$ cat src/rtl/controller_pkg.sv
// Shared decode constants and control-word layout for the RV32I-subset controller.
// The optional bne decode is enabled by defining CONTROLLER_BNE_EN.
package controller_pkg;

  localparam logic [6:0] OP_LOAD   = 7'b0000011;
  localparam logic [6:0] OP_STORE  = 7'b0100011;
  localparam logic [6:0] OP_RTYPE  = 7'b0110011;
  localparam logic [6:0] OP_BRANCH = 7'b1100011;
  localparam logic [6:0] OP_IALU   = 7'b0010011;
  localparam logic [6:0] OP_JAL    = 7'b1101111;

  localparam logic [2:0] ALU_ADD = 3'b000;
  localparam logic [2:0] ALU_SUB = 3'b001;
  localparam logic [2:0] ALU_AND = 3'b010;
  localparam logic [2:0] ALU_OR  = 3'b011;
  localparam logic [2:0] ALU_SLT = 3'b101;

  localparam logic [1:0] IMM_I = 2'b00;
  localparam logic [1:0] IMM_S = 2'b01;
  localparam logic [1:0] IMM_B = 2'b10;
  localparam logic [1:0] IMM_J = 2'b11;

  localparam logic [1:0] RES_ALU = 2'b00;
  localparam logic [1:0] RES_MEM = 2'b01;
  localparam logic [1:0] RES_PC4 = 2'b10;

  localparam logic [1:0] ALUOP_ADD   = 2'b00;
  localparam logic [1:0] ALUOP_SUB   = 2'b01;
  localparam logic [1:0] ALUOP_FUNCT = 2'b10;

  localparam logic [2:0] F3_BEQ = 3'b000;
  localparam logic [2:0] F3_BNE = 3'b001;

  // Field order matches the main-decoder table so rows can be written as concatenations.
  typedef struct packed {
    logic       regwrite;
    logic [1:0] immsrc;
    logic       alusrc;
    logic       memwrite;
    logic [1:0] resultsrc;
    logic       branch;
    logic [1:0] aluop;
    logic       jump;
  } ctrl_t;

endpackage

$ cat src/rtl/controller_alu_decoder.sv
// ALU operation decoder: maps aluop/funct3/funct7b5 to the 3-bit ALU control
// and flags funct3 values the ALU cannot execute.
module alu_decoder
  import controller_pkg::*;
(
  input  logic       op_b5_i,
  input  logic [2:0] funct3_i,
  input  logic       funct7b5_i,
  input  logic [1:0] aluop_i,
  output logic [2:0] alucontrol_o,
  output logic       illegal_funct_o
);

  always_comb begin
    // NOTE: every output gets a default before the case so no path can infer a latch.
    alucontrol_o    = ALU_ADD;
    illegal_funct_o = 1'b0;
    case (aluop_i)
      ALUOP_ADD: alucontrol_o = ALU_ADD;
      ALUOP_SUB: alucontrol_o = ALU_SUB;
      ALUOP_FUNCT: begin
        case (funct3_i)
          3'b000:  alucontrol_o = (op_b5_i && funct7b5_i) ? ALU_SUB : ALU_ADD;
          3'b010:  alucontrol_o = ALU_SLT;
          3'b110:  alucontrol_o = ALU_OR;
          3'b111:  alucontrol_o = ALU_AND;
          default: illegal_funct_o = 1'b1;
        endcase
      end
      default: alucontrol_o = ALU_ADD;
    endcase
  end

endmodule

$ cat src/rtl/controller.sv
// Main control decoder for the single-cycle RV32I-subset core, plus a sticky
// illegal-instruction flag. Define CONTROLLER_BNE_EN to also decode bne.
module controller
  import controller_pkg::*;
(
  input  logic        clk,
  input  logic        reset,
  input  logic [31:0] instr,
  input  logic        zero,
  output logic [2:0]  alucontrol,
  output logic        regwrite,
  output logic        memwrite,
  output logic        pcsrc,
  output logic        alusrc,
  output logic [1:0]  immsrc,
  output logic [1:0]  resultsrc,
  output logic        illegal,
  output logic        illegal_seen
);

  logic [6:0] op;
  logic [2:0] funct3;
  logic       funct7b5;
  ctrl_t      ctrl;
  logic       op_illegal;
  logic       br_illegal;
  logic       is_bne;
  logic       funct_illegal;
  logic       branch_taken;
  logic       illegal_seen_d;
  logic       illegal_seen_q;
  logic       unused_instr;

  assign op       = instr[6:0];
  assign funct3   = instr[14:12];
  assign funct7b5 = instr[30];

  // Register and immediate fields belong to the datapath, not to decode.
  assign unused_instr = ^{instr[31], instr[29:15], instr[11:7]};

  always_comb begin
    ctrl       = '0;
    op_illegal = 1'b0;
    br_illegal = 1'b0;
    is_bne     = 1'b0;
    case (op)
      OP_LOAD:   ctrl = {1'b1, IMM_I, 1'b1, 1'b0, RES_MEM, 1'b0, ALUOP_ADD,   1'b0};
      OP_STORE:  ctrl = {1'b0, IMM_S, 1'b1, 1'b1, RES_ALU, 1'b0, ALUOP_ADD,   1'b0};
      OP_RTYPE:  ctrl = {1'b1, IMM_I, 1'b0, 1'b0, RES_ALU, 1'b0, ALUOP_FUNCT, 1'b0};
      OP_IALU:   ctrl = {1'b1, IMM_I, 1'b1, 1'b0, RES_ALU, 1'b0, ALUOP_FUNCT, 1'b0};
      OP_JAL:    ctrl = {1'b1, IMM_J, 1'b0, 1'b0, RES_PC4, 1'b0, ALUOP_ADD,   1'b1};
      OP_BRANCH: begin
        ctrl = {1'b0, IMM_B, 1'b0, 1'b0, RES_ALU, 1'b1, ALUOP_SUB, 1'b0};
`ifdef CONTROLLER_BNE_EN
        is_bne     = (funct3 == F3_BNE);
        br_illegal = (funct3 != F3_BEQ) && !is_bne;
`else
        br_illegal = (funct3 != F3_BEQ);
`endif
        // An unsupported compare must never redirect the PC.
        if (br_illegal) ctrl.branch = 1'b0;
      end
      default:   op_illegal = 1'b1;
    endcase
  end

  alu_decoder u_alu_decoder (
    .op_b5_i         (op[5]),
    .funct3_i        (funct3),
    .funct7b5_i      (funct7b5),
    .aluop_i         (ctrl.aluop),
    .alucontrol_o    (alucontrol),
    .illegal_funct_o (funct_illegal)
  );

  assign branch_taken = ctrl.branch & (is_bne ? ~zero : zero);
  assign pcsrc        = branch_taken | ctrl.jump;
  assign regwrite     = ctrl.regwrite & ~funct_illegal;
  assign memwrite     = ctrl.memwrite;
  assign alusrc       = ctrl.alusrc;
  assign immsrc       = ctrl.immsrc;
  assign resultsrc    = ctrl.resultsrc;
  assign illegal      = op_illegal | br_illegal | funct_illegal;

  assign illegal_seen_d = illegal_seen_q | illegal;

  always_ff @(posedge clk) begin
    // NOTE: state updates use non-blocking assignment so every flop samples pre-edge values.
    if (reset) illegal_seen_q <= 1'b0;
    else       illegal_seen_q <= illegal_seen_d;
  end

  assign illegal_seen = illegal_seen_q;

endmodule

$ cat config.mk
export PLATFORM = sky130hd
export DESIGN_NAME = controller
export DESIGN_NICKNAME = d
export VERILOG_FILES = /design/src/rtl/controller_pkg.sv /design/src/rtl/controller_alu_decoder.sv /design/src/rtl/controller.sv
export SDC_FILE = /design/constraint.sdc
export NUM_CORES = 1
export LEC_CHECK = 0
export BUFFER_PORTS_ARGS = -buffer_cell sky130_fd_sc_hd__clkbuf_2
export CORE_AREA = 2 2 39 41
export CTS_BUF_LIST = sky130_fd_sc_hd__clkbuf_4
export CTS_CLUSTER_SIZE = 20
export DETAILED_ROUTE_END_ITERATION = 16
export DIE_AREA = 0 0 41 43
export PLACE_DENSITY_LB_ADDON = 0.1
export REMOVE_ABC_BUFFERS = 1
export SETUP_SLACK_MARGIN = 0.3
export SLEW_MARGIN = 20
export SYNTH_ARGS = -nofsm -noshare
export SYNTH_HDL_FRONTEND = slang
export SYNTH_HIERARCHICAL = 1
export SYNTH_SLANG_ARGS = --single-unit
$ cat constraint.sdc
create_clock -name clk -period 4.5 [get_ports clk]
set_input_delay 0.45 -clock clk [delete_from_list [all_inputs] [get_ports clk]]
set_output_delay 0.45 -clock clk [all_outputs]
set_load 0.01 [all_outputs]
After elaboration in Yosys (flattened, before gate mapping)
Cells that the tools add are included.
Storage, ports and cells
  flip-flop bits (word level): 1
  bits of input ports: 35
  output and inout bits: 13
  word-level logic and storage cells: 33
Cells by class
  equality and inequality tests: 11
  multiplexer cells: 9
  bitwise gates (word level): 7
  reductions and logical operators: 5
Operators by type and width (count)
  11-bit one-hot mux with 6 select lines: 1
  7-bit by 6-bit equality test with 1-bit output (second input constant): 2
  7-bit equality test (second input constant): 2
  3-bit one-hot mux with 4 select lines: 1
  7-bit by 2-bit equality test with 1-bit output (second input constant): 1
  7-bit by 5-bit equality test with 1-bit output (second input constant): 1
  3-bit equality test (second input constant): 2
  1-bit two-way mux: 6
  3-bit one-hot mux with 2 select lines: 1
  6-bit OR reduction: 1
  1-bit bitwise OR: 4
  4-bit OR reduction: 1
  3-bit by 2-bit equality test with 1-bit output (second input constant): 1
  3-bit zero test: 1
  3-bit nonzero test: 1
  1-bit bitwise AND: 2
  2-bit by 1-bit equality test with 1-bit output (second input constant): 1
  2-bit equality test (second input constant): 1
  1-bit logical AND: 1
  1-bit NOT: 1

Logic depth before layout (Yosys ltp)
Gate-level depths: netlist (run 1).
  depth after elaboration: 7
  gate-level depth with buffers: 9
  mapped depth without buffers: 9

Hierarchy
The synthesis (run 1) kept the hierarchy.
Modules (own cells, without submodules)
  controller: times used 1, cells each 34, area an instance 217.7 µm², sequential area each 20.0 µm²
  alu_decoder: times used 1, cells each 15, area an instance 112.6 µm², sequential area each 0.0 µm²

Worst setup path after synthesis (run 1)
No wires, ideal clock.
  kind: input port to output port
  start point: in instr[2]
  end point: out alucontrol[2]
  data arrival time: 1834 ps
  data required time: 4050 ps
  slack: 2216 ps
  stages on the path: 6
  buffers on the path: 1
  path through: or2_1 > buf_6 > nor3_1 > and2_1 > ha_1 > nor4_1
RTL lines
  from (decl): RTL line controller.sv:8  | input logic [31:0] instr,
  to (decl): RTL line controller.sv:10  | output logic [2:0] alucontrol,

==> results.cfg, run 1 <==
[timing]
finalCriticalPeriod_ns = 2.48
rsz0062_at_grt = no
timing.max_slew.rel_slack_pct = 79.7
setup_viol = 0
hold_viol = 0
period_share_pct = 55.0
fin_skew_ns = 0
worst_pin_slew_ns = 0.301
clock.fmax_mhz = 404
finalMaxSlewViolations = 0
tns_ns = 0

[floorplan]
fp.dieH_um = 43
core_sq_mm = 0.00138
num_rows = 14
die_w_um = 41
io_pins = 48
die_area_sq_mm = 0.00176
start_util_pct = 23.9

[routing]
ant_nets = 0
avgRoutedWirePerCell_um = 8.49
dr.first_iter.drc_count = 7
drcViolationCount = 0
drtPass1Iterations = 4
viasPerCell = 4.30
routed_wl_um = 730
vias = 370

[global_route]
grt_max_degree = 8
antenna_found_initial = 0
grt_pass1_wl_um = 1140
grt_overflow_total = 0
grt_pass1_vias = 272
grt_usage_pct = 8.49

[synth]
synth_top_family_by_area = simple AND/OR/NAND/NOR gates
synth_mux_area_share_pct = 0
yosys.area_share.adder_pct = 7.58
ys_seq_area_share_pct = 6.06
netlist_area_sq_um = 330
synth-simple-area-share_pct = 46.2
synth_seq_cells = 1
synth_cells = 49
syn_avg_cell_area_sq_um = 6.74
synth_cell_types = 25
synth-compound-area-share_pct = 23.1
synth_xor_area_share_pct = 0
ys_warn_count = 6

[pwr]
p_per_area_mw_per_mm2 = 65.2
p_int_uw = 18.1
power.share.clock_pct = 0
swShare_pct = 36.9
seqPwrFrac_pct = 34.2
p_leak_nw = 0.216
p_switching_uw = 10.6
power_uw = 28.6
pwr-share-comb_pct = 65.8
peakVddDrop_mv = 0.0567

[final_layout]
mostFrequentLayoutCells = clkbuf_2 (26), nand2_1 (6), nor2_1 (5), a21oi_1 (5), inv_1 (4)
area.growth.synth_to_final_pct = 33.0
antenna_cells = 0
drive_gt1_share_pct = 45.7
layout_commonest_cell = clkbuf_2
final_nets = 109
largest_register_ffs = 1

[clock_tree]
clk_pin_slew_worst_paths_ns = 0
ctsHoldBuffers = 0
clk_latency_ns = 0
cts_setup_buffers = 0
post_cts_resized = 0

[place]
routabilityCongestion = 0.758
dpl.hpwl_um = 649
port_buffers = 26

[critical_path]
critPathMostFrequentCell = clkbuf_2
worstPathRequired_ns = 4.05
end_kind = output port
crit_type = in -> out
cp-start-kind = input pin
slowest_delay_ns = 0.30
crit_arrival_ns = 2.03
cp_max_fo = 6
path_cells = clkbuf_2 -> or2_1 -> nor3_1 -> and2_1 -> ha_1 -> nand2b_1 -> a221oi_2 -> clkbuf_2
slowest_stage = or2_1

[flow_run]
max_cap_viol_count = 0

[hold_path]
min_path_type = reg -> reg

[status]
status = complete, no violations
worst max-delay path, delay by kind of cell:
family | cells | cell delay, ns
compound gates | 1 | 0.26
buf+inv | 2 | 0.28
simple gates | 4 | 0.84
fa+ha+maj | 1 | 0.20
synthesized netlist by cell type:
cell type | count | area (sq um)
nand2_1 | 6 | 22.5
nand3b_1 | 1 | 7.51
ha_1 | 2 | 25.0
inv_1 | 4 | 15.0
or2b_1 | 2 | 15.0
or3_4 | 1 | 11.3
buf_6 | 1 | 11.3
nor2_1 | 5 | 18.8
a221oi_2 | 1 | 15.0
nand4_1 | 1 | 6.26
a21o_1 | 1 | 7.51
buf_4 | 4 | 30.0
a21boi_2 | 1 | 11.3
or2_1 | 1 | 6.26
nor4_1 | 2 | 12.5
o41ai_1 | 1 | 8.76
dfxtp_1 | 1 | 20.0
and2_1 | 1 | 6.26
nor3_1 | 1 | 5.00
o21ai_2 | 1 | 8.76
nor3_2 | 1 | 10.0
nand2b_1 | 3 | 18.8
and3_2 | 1 | 7.51
a21oi_1 | 5 | 25.0
nand3_1 | 1 | 5.00
cell families (layout without fill, tap and decap cells):
family / Yosys count / in the layout
AND/OR/NAND/NOR: 27 / 27
AO/OA/AOI/OAI: 10 / 10
buffers and inverters: 9 / 30
adder cells (fa/ha/maj): 2 / 2
flip-flops: 1 / 1
worst paths after layout:
kind	end	from	cells past startpoint	slack, ns
hold / removal	illegal_seen	illegal_seen	2	0.48
setup reg to reg	illegal_seen	illegal_seen	2	3.95
setup / recovery	alucontrol[0]	instr[2]	8	2.02
hold reg to reg	illegal_seen	illegal_seen	2	0.48
final cells by class:
cell class                 instances  area [sq um]
inverter                           4          15.0
timing repair buffer              26           130
tap                               16          20.0
multi-input combinational         39           254
fill                             156           945
sequential                         1          20.0
power groups by stage:
stage	clock network (mW)	logic, mW	registers [mW]
2_1_floorplan	0	0.00774	0.0101
3_3_place_gp	0	0.0191	0.00981
3_5_place_dp	0	0.0192	0.00980
4_1_cts	0	0.0193	0.00980
5_1_grt	0	0.0214	0.00984
6_report	0	0.0188	0.00980
per-layer routing:
metal,GRT usage (%),up-vias,wire (um)
li1,-,208,-
met1,14.6,148,344
met2,12.2,14,334
met3,0,0,52
met4,0,0,0
met5,0,-,0
per-stage QoR:
step / utilization [%] / setup slack, ns / instances / cell area [sq um] / hold WS [ns]
after CTS: 31.7 / 2.00 / 86 / 439 / 0.491
final: 31.7 / 2.02 / 86 / 439 / 0.483
after global placement: 31.7 / 2.00 / 86 / 439 / 0.482
after global routing: 31.7 / 1.83 / 86 / 439 / 0.508
after floorplan: - / 2.27 / 44 / 289 / 0.509
after detailed placement: 31.7 / 2.00 / 86 / 439 / 0.491
No activity file was read; power rests on OpenSTA's default activity.
==> run 2: changes to the inputs <==
Clock period 4.5 ns to 2.3 ns, I/O delays scaled along.
==> results.cfg, run 2 (synthesized netlist as in run 1, its figures left out) <==
[timing]
setup_viol = 0
finalCriticalPeriod_ns = 1.88
timing.max_slew.rel_slack_pct = 79.8
rsz0062_at_grt = no
finalMaxSlewViolations = 0
hold_viol = 0
clock.fmax_mhz = 531
fin_skew_ns = 0
period_share_pct = 81.9
tns_ns = 0
worst_pin_slew_ns = 0.299
setup_ws_ns = 0.416

[critical_path]
cp_max_fo = 6
critPathMostFrequentCell = clkbuf_2
slowest_delay_ns = 0.28
worstPathRequired_ns = 2.07
end_kind = output port
crit_type = in -> out
cp-start-kind = input pin
path_cells = clkbuf_2 -> or2_4 -> nor3_2 -> and2_1 -> ha_1 -> nand2b_1 -> a221oi_2 -> clkbuf_2
crit_arrival_ns = 1.65
slowest_stage = or2_4

[final_layout]
antenna_cells = 0
layout_commonest_cell = clkbuf_2
final_nets = 110
area.growth.synth_to_final_pct = 39.8
mostFrequentLayoutCells = clkbuf_2 (25), nand2_1 (6), a21oi_1 (5), inv_1 (4), nor2_1 (3)
drive_gt1_share_pct = 53.5
largest_register_ffs = 1
n_fill_cell = 158

[clock_tree]
clk_pin_slew_worst_paths_ns = 0
clk_latency_ns = 0

[pwr]
peakVddDrop_mv = 0.116
power.share.clock_pct = 0
seqPwrFrac_pct = 32.4
pwr-share-comb_pct = 67.6
p_int_uw = 36.9
p_switching_uw = 22.4
p_leak_nw = 0.225
p_per_area_mw_per_mm2 = 129
swShare_pct = 37.7

[floorplan]
io_pins = 48
core_sq_mm = 0.00138
num_rows = 14
start_util_pct = 23.9
fp.dieH_um = 43
die_area_sq_mm = 0.00176
die_w_um = 41

[routing]
ant_nets = 0
dr.first_iter.drc_count = 4
routed_wl_um = 768
vias = 378
avgRoutedWirePerCell_um = 8.83
drtPass1Iterations = 3
viasPerCell = 4.34
drcViolationCount = 0

[global_route]
grt_pass1_wl_um = 1060
grt_max_degree = 8
grt_pass1_vias = 252
grt_usage_pct = 7.89
antenna_found_initial = 0
grt_overflow_total = 0

[place]
dpl.hpwl_um = 657
port_buffers = 26
routabilityCongestion = 0.741
place_ws_ns = 0.295

[hold_path]
min_path_type = in -> reg

[flow_run]
max_cap_viol_count = 0

[status]
status = complete, no violations
-- run 2: what timing repair did --
item,CTS,global route
endpoints found under the hold margin,0,0
resized for setup,1,5
hold buffers,0,0
setup endpoints to repair,1,4
setup buffers,0,0
pin swaps,0,1
-- run 2: worst paths after layout --
path | from | endpoint | slack (ns) | depth (start not counted)
setup / recovery | instr[2] | alucontrol[0] | 0.42 | 8
hold / removal | reset | illegal_seen | 0.39 | 2
setup reg to reg | illegal_seen | illegal_seen | 1.76 | 2
hold reg to reg | illegal_seen | illegal_seen | 0.48 | 2
-- run 2: metrics by stage --
| stage | hold WS, ns | area [sq um] | utilization (%) | power, mW | cells |
|---|---|---|---|---|---|
| after CTS | 0.390 | 449 | 32.5 | 0.0578 | 87 |
| after floorplan | 0.299 | 289 | - | 0.0349 | 44 |
| after global placement | 0.389 | 447 | 32.3 | 0.0570 | 87 |
| final | 0.386 | 462 | 33.4 | 0.0594 | 87 |
| after global routing | 0.397 | 462 | 33.4 | 0.0638 | 87 |
| after detailed placement | 0.390 | 447 | 32.3 | 0.0572 | 87 |
-- run 2: cell type report --
type	count	area [sq um]	share of cell area, %
Inverter	4	15.0	3.25
Sequential cell	1	20.0	4.34
Multi-Input combinational cell	39	269	58.3
Tap cell	16	20.0	4.34
Timing Repair Buffer	27	138	29.8
-- run 2: layer usage --
layer  GRT usage, %  vias to the layer above  share of wire, %
met3              0                        0               7.2
met1           12.7                      155                47
li1               -                      209                 -
met5              0                        -                 0
met4              0                        0                 0
met2           12.2                       14                46
-- run 2: critical path, delay by kind of cell --
family | cells | cell delay, ns
fa+ha+maj | 1 | 0.21
compound gates | 1 | 0.26
buf+inv | 2 | 0.28
simple gates | 4 | 0.68
-- run 2: power by group through the flow --
stage	Sequential (mW)	Clock (mW)	Combinational (mW)
floorplan	0.0198	0	0.0151
global placement	0.0192	0	0.0378
detailed placement	0.0192	0	0.0379
CTS	0.0192	0	0.0385
global route	0.0193	0	0.0445
finish	0.0192	0	0.0402
==> run 3: changes to the inputs <==
Settings changed: ABC_AREA from default to 1.
Clock period 2.3 ns to 1.6 ns, I/O delays scaled along.
==> results.cfg, run 3 <==
[final_layout]
mostFrequentLayoutCells = clkbuf_2 (17), buf_4 (12), inv_1 (10), nand2_1 (8)
drive_gt1_share_pct = 66.0
stdcell_area_sq_um = 658
utilization_pct = 47.6
final_cells = 116
final_nets = 139
antenna_cells = 0
largest_register_ffs = 1
layout_commonest_cell = clkbuf_2
area.growth.synth_to_final_pct = 83.3

[synth]
synthArstFlopShare_pct = 0
ys_seq_area_share_pct = 5.57
synth-edff-count = 0
ys.flop_type = dfxtp_1
yosysTopAreaCell = inv_1
synth_area_leaders = inv_1 (17%), nand2_1 (14%), buf_4 (8.4%), nor2_1 (8.4%), ha_1 (7.0%)
ys_warn_count = 6
syn_avg_cell_area_sq_um = 5.52
synth_seq_cells = 1
synth_cells = 65
netlist.area_leader.share_pct = 16.7
netlist_area_sq_um = 359
synth_common_cells = inv_1 (16), nand2_1 (13), nor2_1 (8)
synth_most_common_cell = inv_1
synth_cell_types = 18

[global_route]
grt_pass1_vias = 393
grt_max_degree = 7
grt_pass1_wl_um = 1370
grt_usage_pct = 10.1
antenna_found_initial = 0
grt_overflow_total = 0

[floorplan]
die_area_sq_mm = 0.00176
io_pins = 48
num_rows = 14
die_w_um = 41
core_sq_mm = 0.00138
start_util_pct = 25.9
fp.dieH_um = 43

[pwr]
peakVddDrop_mv = 0.0992
p_leak_nw = 0.386
power_uw = 113
p_per_area_mw_per_mm2 = 171

[routing]
vias = 471
routed_wl_um = 860
drtPass1Iterations = 4
dr.first_iter.drc_count = 3
ant_nets = 0
drcViolationCount = 0
viasPerCell = 4.06
avgRoutedWirePerCell_um = 7.41

[place]
routabilityCongestion = 0.770
port_buffers = 26
place_ws_ns = -0.00255
placed_area_sq_um = 524
dp_cells = 109
dpl.hpwl_um = 728

[critical_path]
r2r_start = illegal_seen
r2r_cells = 4
worstPathRequired_ns = 1.44
crit_arrival_ns = 1.31
r2r_end = illegal_seen
cp_max_fo = 3
setup.worst_path.start = instr[3]
end_kind = output port
crit_type = in -> out
r2r_slack_ns = 0.99
cp-start-kind = input pin

[hold_path]
hold_start = reset
holdPathEnd = illegal_seen
min_path_type = in -> reg
hold_depth = 4

[timing]
tns_ns = 0
timing.max_slew.rel_slack_pct = 84.8
setup_ws_ns = 0.131
rsz0062_at_grt = yes
worst_pin_slew_ns = 0.228
setup_viol = 0
fin_skew_ns = 0
hold_viol = 0
finalMaxSlewViolations = 0
holdWs_ns = 0.385
finalCriticalPeriod_ns = 1.47
clock.fmax_mhz = 681
period_share_pct = 91.8

[status]
status = complete, no violations

[clock_tree]
clk_pin_slew_worst_paths_ns = 0
clk_latency_ns = 0

[flow_run]
max_cap_viol_count = 0
run 3: layout make-up:
class | count | area, sq um
flip-flops and latches | 1 | 20.0
repair buffers | 39 | 256
fillers | 148 | 726
multi-input cells | 42 | 292
inverters | 18 | 70.1
well taps | 16 | 20.0
run 3: worst max-delay path by stage:
stage / slack, ns / to / depth (start not counted)
after floorplan: 0.16 / illegal / 10
after global placement: -0.006 / illegal / 13
after detailed placement: -0.003 / illegal / 13
after CTS: 0.07 / illegal / 13
after global routing: 0.02 / alucontrol[0] / 13
final: 0.13 / alucontrol[0] / 13
run 3: per-layer routing:
layer | track usage (%) | vias to the layer above | routed length (um)
li1 | - | 262 | -
met1 | 13.4 | 195 | 369
met2 | 18.4 | 14 | 427
met3 | 0 | 0 | 63
met4 | 0 | 0 | 0
met5 | 0 | - | 0
run 3: timing repair:
| item | in CTS | in global routing |
|---|---|---|
| gates resized for setup | 15 | 20 |
| setup buffers | 4 | 3 |
| hold endpoints to repair | 0 | 0 |
| pin swaps | 7 | 9 |
| endpoints found under the setup margin | 6 | 6 |
| hold buffers | 0 | 0 |
run 3: logic make-up (layout without fill, tap and decap cells):
family          Yosys count  after routing  synth area share, %
compound gates            4              4                 5.57
fa+ha+maj                 2              2                 6.97
simple gates             36             36                 54.7
buf+inv                  22             57                 27.2
flops                     1              1                 5.58
run 3: power breakdown:
part | internal [mW] | total [mW] | switching (mW) | leakage, nW
Clock | 0 | 0 | 0 | 0
Sequential | 0.0270 | 0.0277 | 0.000654 | 0.00844
Combinational | 0.0441 | 0.0850 | 0.0409 | 0.378
Total | 0.0711 | 0.113 | 0.0415 | 0.386
run 3: critical path, stage by stage:
cell	delay (ns)
buf_6	0.09
inv_2	0.04
nand2_2	0.06
nor2_4	0.12
nand2_2	0.09
nor2_4	0.12
ha_4	0.15
buf_6	0.10
nand3_2	0.07
nand2_2	0.07
nor2_2	0.03
nor2_1	0.08
buf_2	0.13
